## src/rtl/axi_slave_resp_push_fsm.sv

```systemverilog
// axi_slave_resp_push_fsm
// Upstream push stage of the AXI slave read-response path. Takes one
// completion descriptor (id, beat count, status) and streams its beats into
// the read-response FIFO as {id, data, resp[1:0], last} entries.
// Error completions generate SLVERR beats with zero data and consume no
// input data. A load-able down-counter tracks the remaining beats and
// produces RLAST.
//
// Optional build macro: AXI_RESP_PUSH_STATS_EN adds saturating 16-bit
// completion and error-completion counters as outputs.

module axi_slave_resp_push_fsm #(
    parameter  int ID_W      = 4,
    parameter  int DATA_W    = 64,
    parameter  int MAX_BEATS = 16,
    localparam int CNT_W     = $clog2(MAX_BEATS + 1)
) (
    input  logic                      clk,
    input  logic                      arst,
    input  logic                      cpl_valid,
    output logic                      cpl_ready,
    input  logic [ID_W-1:0]           cpl_id,
    input  logic [CNT_W-1:0]          cpl_beats,
    input  logic                      cpl_err,
    input  logic                      dat_valid,
    output logic                      dat_ready,
    input  logic [DATA_W-1:0]         dat_in,
    input  logic                      fifo_full,
    output logic                      fifo_push,
    output logic [ID_W+DATA_W+2:0]    fifo_wdata,
`ifdef AXI_RESP_PUSH_STATS_EN
    output logic [15:0]               cpl_done_cnt,
    output logic [15:0]               err_cnt,
`endif
    output logic                      busy
);

    typedef enum logic [1:0] {
        ST_IDLE = 2'd0,
        ST_PUSH = 2'd1,
        ST_ERR  = 2'd2
    } state_t;

    localparam logic [1:0] RESP_OKAY   = 2'b00;
    localparam logic [1:0] RESP_SLVERR = 2'b10;

    state_t             state_q, state_d;
    logic [CNT_W-1:0]   cnt_q,   cnt_d;
    logic [ID_W-1:0]    id_q,    id_d;
    logic               err_q,   err_d;

    logic [CNT_W-1:0]   beats_eff;
    logic               beat_last;

    // Clamp the requested beat count into 1..MAX_BEATS before loading.
    always_comb begin
        beats_eff = cpl_beats;
        if (cpl_beats == '0) begin
            beats_eff = CNT_W'(1);
        end else if (cpl_beats > CNT_W'(MAX_BEATS)) begin
            beats_eff = CNT_W'(MAX_BEATS);
        end
    end

    assign beat_last = (cnt_q == '0);
    assign busy      = (state_q != ST_IDLE);

    // Next-state, handshake and push formatting; outputs are zero-latency.
    always_comb begin
        state_d    = state_q;
        cnt_d      = cnt_q;
        id_d       = id_q;
        err_d      = err_q;
        cpl_ready  = 1'b0;
        dat_ready  = 1'b0;
        fifo_push  = 1'b0;
        fifo_wdata = '0;

        unique case (state_q)
            ST_IDLE: begin
                // Gated by arst so the port reads 0 while reset is held.
                cpl_ready = arst;
                if (cpl_valid && arst) begin
                    id_d    = cpl_id;
                    err_d   = cpl_err;
                    cnt_d   = beats_eff - CNT_W'(1);
                    state_d = cpl_err ? ST_ERR : ST_PUSH;
                end
            end
            ST_PUSH: begin
                dat_ready = !fifo_full;
                fifo_push = dat_valid && !fifo_full;
            end
            ST_ERR: begin
                // Error beats are self-timed; input data is never consumed.
                fifo_push = !fifo_full;
            end
            default: begin
                state_d = ST_IDLE;
            end
        endcase

        if (fifo_push) begin
            fifo_wdata = {id_q,
                          err_q ? {DATA_W{1'b0}} : dat_in,
                          err_q ? RESP_SLVERR : RESP_OKAY,
                          beat_last};
            // Counter holds at zero rather than wrapping.
            cnt_d = beat_last ? cnt_q : cnt_q - CNT_W'(1);
            if (beat_last) begin
                state_d = ST_IDLE;
            end
        end
    end

    // State, beat counter and latched descriptor fields.
    always_ff @(posedge clk or negedge arst) begin
        if (!arst) begin
            state_q <= ST_IDLE;
            cnt_q   <= '0;
            id_q    <= '0;
            err_q   <= 1'b0;
        end else begin
            state_q <= state_d;
            cnt_q   <= cnt_d;
            id_q    <= id_d;
            err_q   <= err_d;
        end
    end

`ifdef AXI_RESP_PUSH_STATS_EN
    logic [15:0] cpl_done_cnt_q, cpl_done_cnt_d;
    logic [15:0] err_cnt_q,      err_cnt_d;

    // Saturating counts of finished completions and finished error completions.
    always_comb begin
        cpl_done_cnt_d = cpl_done_cnt_q;
        err_cnt_d      = err_cnt_q;
        if (fifo_push && beat_last) begin
            if (cpl_done_cnt_q != 16'hFFFF) begin
                cpl_done_cnt_d = cpl_done_cnt_q + 16'd1;
            end
            if ((state_q == ST_ERR) && (err_cnt_q != 16'hFFFF)) begin
                err_cnt_d = err_cnt_q + 16'd1;
            end
        end
    end

    // Statistics registers.
    always_ff @(posedge clk or negedge arst) begin
        if (!arst) begin
            cpl_done_cnt_q <= '0;
            err_cnt_q      <= '0;
        end else begin
            cpl_done_cnt_q <= cpl_done_cnt_d;
            err_cnt_q      <= err_cnt_d;
        end
    end

    assign cpl_done_cnt = cpl_done_cnt_q;
    assign err_cnt      = err_cnt_q;
`endif

endmodule

```

## config.mk

```make
export PLATFORM = sky130hd
export DESIGN_NAME = axi_slave_resp_push_fsm
export DESIGN_NICKNAME = d
export VERILOG_FILES = /design/src/rtl/axi_slave_resp_push_fsm.sv
export SDC_FILE = /design/constraint.sdc
export NUM_CORES = 1
export LEC_CHECK = 0
export ABC_AREA = 0
export CORE_ASPECT_RATIO = 0.75
export CORE_MARGIN = 5
export CORE_UTILIZATION = 29
export CTS_CLUSTER_SIZE = 14
export DETAILED_ROUTE_END_ITERATION = 10
export GPL_TIMING_DRIVEN = 0
export PLACE_DENSITY = 0.87
export SLEW_MARGIN = 20
export SYNTH_ARGS = -nofsm -noshare
export SYNTH_HDL_FRONTEND = slang
export SYNTH_SLANG_ARGS = --single-unit
```

## constraint.sdc

```tcl
create_clock -name clk -period 6.3 [get_ports clk]
set_input_delay 1.26 -clock clk [delete_from_list [all_inputs] [get_ports clk]]
set_output_delay 1.26 -clock clk [all_outputs]
set_load 0.01 [all_outputs]
```

# [Yosys cells after proc, flatten, opt, wreduce, memory -nomap -nowiden]
# Index checks and enable logic that the tools add are counted.
[totals] ff_bits=12 word_cells=39
[op_classes] add_sub_neg=2 order_cmp=1 n_eq_ne=3 mux=17 reduce_logical=12
[ops] op="two-way mux 71 bit" n=1
[ops] op="two-way mux 64 bit" n=1
[ops] op="two-way mux 5 bit" n=6
[ops] op="zero test 5 bit" n=2
[ops] op="two-way mux 2 bit" n=5
[ops] op="subtractor 5 x 1 -> 5 bit, second input constant" n=2
[ops] op="nonzero test 2 bit" n=3
[ops] op="> comparator 5 bit, second input constant" n=1
[ops] op="case mux 2 bit (2 select lines)" n=1
[ops] op="AND reduction 3 bit" n=1
[ops] op="equality test 2 x 1 -> 1 bit, second input constant" n=1
[ops] op="equality test 2 bit, second input constant" n=1
[ops] op="logical AND 1 bit" n=2
[ops] op="zero test 2 bit" n=1
[ops] op="two-way mux 1 bit" n=2
[ops] op="!= test 2 bit, second input constant" n=1
[ops] op="case mux 1 bit (2 select lines)" n=1
[ops] op="AND reduction 2 bit" n=1
[ops] op="OR reduction 2 bit" n=1
[ops] op="zero test 1 bit" n=1

# [Depth between registers and ports, before layout]
[depth] depth_word=7 mapped_depth=12

# [Worst setup path before layout]
# Ideal clock, no wire load.
[synth_timing] kind="input -> output" from="input dat_valid" to="output fifo_wdata[10]" arrival_time_ps=2171 setup_slack_ps=2869 cell_stages=7 path_cell_list="a21oi_1 -> nor3b_2 -> buf_6 -> and2b_1 -> buf_6 -> buf_6 -> and2_1"
[synth_via] elab_chain_cells=3
[synth_rtl] element="from (decl)" line="25" text="input logic dat_valid,"
[synth_rtl] element="logical AND 1 bit" line="92" text="fifo_push = dat_valid && !fifo_full;"
[synth_rtl] element="case mux 1 bit (2 select lines)" line="79" text="unique case (state_q)"
[synth_rtl] element="two-way mux 71 bit" line="103" text="if (fifo_push) begin"
[synth_rtl] element="to (decl)" line="30" text="output logic [ID_W+DATA_W+2:0] fifo_wdata,"
# No other way between the ends.

# [Final worst setup path]
[layout_timing] from="input dat_valid" to="output fifo_wdata[22]"
# The elaborated chain is that of the path after synthesis.

==> results.tsv <==
metric	value	unit
end_kind	output port	
rrSetupSlack	3.73	ns
drv_slew	0	
post_drt_wl_per_cell	15.47	um
powerDensity	192.8	nW/um2
post-place-ws	1.754	ns
yosys.area_share.simple	47.28	%
yosys_warnings	0	
die-area	5891	um2
rr_endpoint	cnt_q[4]	
dieWidth	86.98	um
drive_gt1_share	6.752	%
finalClockSkew	0.001908	ns
p_clk_share	12.0	%
clk_path_buf_depth	2	
power.net_switching	0.1902	mW
leakagePower	1.196	nW
synth_flop_cell	dfrtp_1	
comb_power_share	62.4	%
diodes	0	
drc	0	
cts.sinks	12	
wirelength	5693	um
syn_area_per_cell	8.261	um2
grt_max_degree	17	
switching_share	33.75	%
crit_fanout	10	
slew_headroom	57.62	%
core_region_area	4388	um2
cts_root_buffer	clkbuf_8	
synth.ff_latch_count	12	
cp.arrival	3.26	ns
power_frac_seq	25.6	%
synthesis.nets	239	
crit_type	primary input to output port	
muxShareOfSynthArea	10.78	%
required	5.04	ns
period_share	71.80	%
grt_pass1_vias	1459	
ios	154	
cts_buffers	3	
layout_common_cells	152 x clkdlybuf4s50_1, 71 x and2_1, 12 x dfrtp_1	
rsz0062_at_grt	no	
tns	0	ns
cts_tree	yes	
setup_viol	0	
grt_pass1_wl	7831	um
ff2ff_path_depth	12	
antenna_found_initial	0	
max-vdd-ir-drop	0.2138	mV
clk_latency	0.24	ns
cts_resized	0	
grt-ovfl-total	0	
finalNetCount	396	
syn-cell-area	1289	um2
cp-startpoint	dat_valid	
final_common_cell	clkdlybuf4s50_1	
max_slew.worst_pin.slew	0.6338	ns
async_flop_share	100.0	%
place_hpwl	4992	um
synth_cell_types	28	
htreeDepth	1	
maxCapViolCount	0	
synth_compound_area_share	4.078	%
cts_hold_buf	0	
synth_xor_xnor_area_share	0.6796	%
postCtsSetupRepairBufs	0	
first_iter_violations	50	
die_h	67.73	um
crit_end	fifo_wdata[22]	
hold_viol	0	
ant_nets	0	
min_period	4.523	ns
synth-adder-area-share	3.883	%
grt_usage	17.55	%
synth_edf_count	0	
fmax	221.1	MHz
power.internal	0.3733	mW
startpoint_type	primary input	
hold_class	flip-flop to flip-flop	
port_buffers	152	
ys_seq_area_share	23.30	%
layout_setup_ws	1.777	ns
num_rows	21	
clk_pin_slew_worst_paths	0.05	ns
dr.pass1.iters	4	
initial_core_util	29.37	%
synth_top_family_by_area	simple AND/OR/NAND/NOR gates	
synth_cells	156	
gp_congestion	0.8639	
syn2layout_area_growth	126.8	%
via_per_inst	4.280	
status	completed	
r2r-start	state_q[1]	
num_vias	1575	
## how the worst min path moves through the flow
| stage | start | end | slack, ns | depth (start not counted) |
|---|---|---|---|---|
| after floorplan | err_q | err_q | 0.45 | 2 |
| after global placement | err_q | err_q | 0.48 | 2 |
| after detailed placement | err_q | err_q | 0.48 | 2 |
| after CTS | err_q | err_q | 0.49 | 2 |
| after global routing | id_q[3] | id_q[3] | 0.51 | 1 |
| final | err_q | err_q | 0.48 | 2 |
## flip-flops by register name, indices dropped and copies added (netlist names)
signal / flops
cnt_q: 5
err_q: 1
state_q: 2
id_q: 4
## synthesized netlist by cell type (4+ instances only)
library cell	n	area share [%]
inv_1	5	1.5
mux2_2	7	6.1
buf_6	8	7.0
nand2_1	4	1.2
nor2_1	6	1.7
and2_1	71	34
dfrtp_1	12	23
ha_1	4	3.9
mux2i_1	6	4.7
a21oi_1	6	2.3
nor3_1	5	1.9
## routing by layer
metal	up-vias	track usage, %	part of all wire, %
met4	0	5.447	1.4
met2	69	31.63	49
met5	-	0	0
met3	7	3.780	8.3
met1	687	20.87	42
li1	812	-	-
## cells by family after synthesis
kind of cell | count (synthesis)
compound gates | 9
xor+xnor | 1
fa+ha+maj | 4
buf+inv | 16
flops | 12
mux | 13
other cells | 1
simple gates | 100
## per-stage QoR
step	hold WS (ns)	power, mW	std cells	area (um2)	util [%]
finish	0.4847	0.5635	368	2923	66.61
global route	0.5095	0.6064	368	2923	66.61
CTS	0.4942	0.5709	368	2923	66.61
detailed placement	0.4816	0.5011	365	2882	65.67
global placement	0.4772	0.4912	365	2882	65.67
floorplan	0.4537	0.3256	156	1289	-
## critical path, cell delays in order
cell             delay, ns
clkdlybuf4s50_1       0.46
a21oi_1               0.08
nor3b_2               0.20
buf_6                 0.17
and2b_1               0.14
buf_6                 0.15
buf_6                 0.13
and2_1                0.14
clkdlybuf4s50_1       0.54
## area by class of cell
class | instances | area (um2)
fillers | 369 | 1465
multi-input cells | 128 | 863.3
flip-flops and latches | 12 | 300.3
plain buffers | 11 | 106.4
well taps | 57 | 71.32
repair buffers | 152 | 1521
clock buffers | 3 | 41.29
inverters | 5 | 18.77
## power groups by stage
stage	logic (mW)	clock network, mW	registers, mW
6_report	0.352	0.0675	0.144
3_3_place_gp	0.348	0	0.143
2_1_floorplan	0.187	0	0.138
4_1_cts	0.356	0.0700	0.145
3_5_place_dp	0.355	0	0.146
5_1_grt	0.380	0.0762	0.150
(Power assumes the default switching activity.)
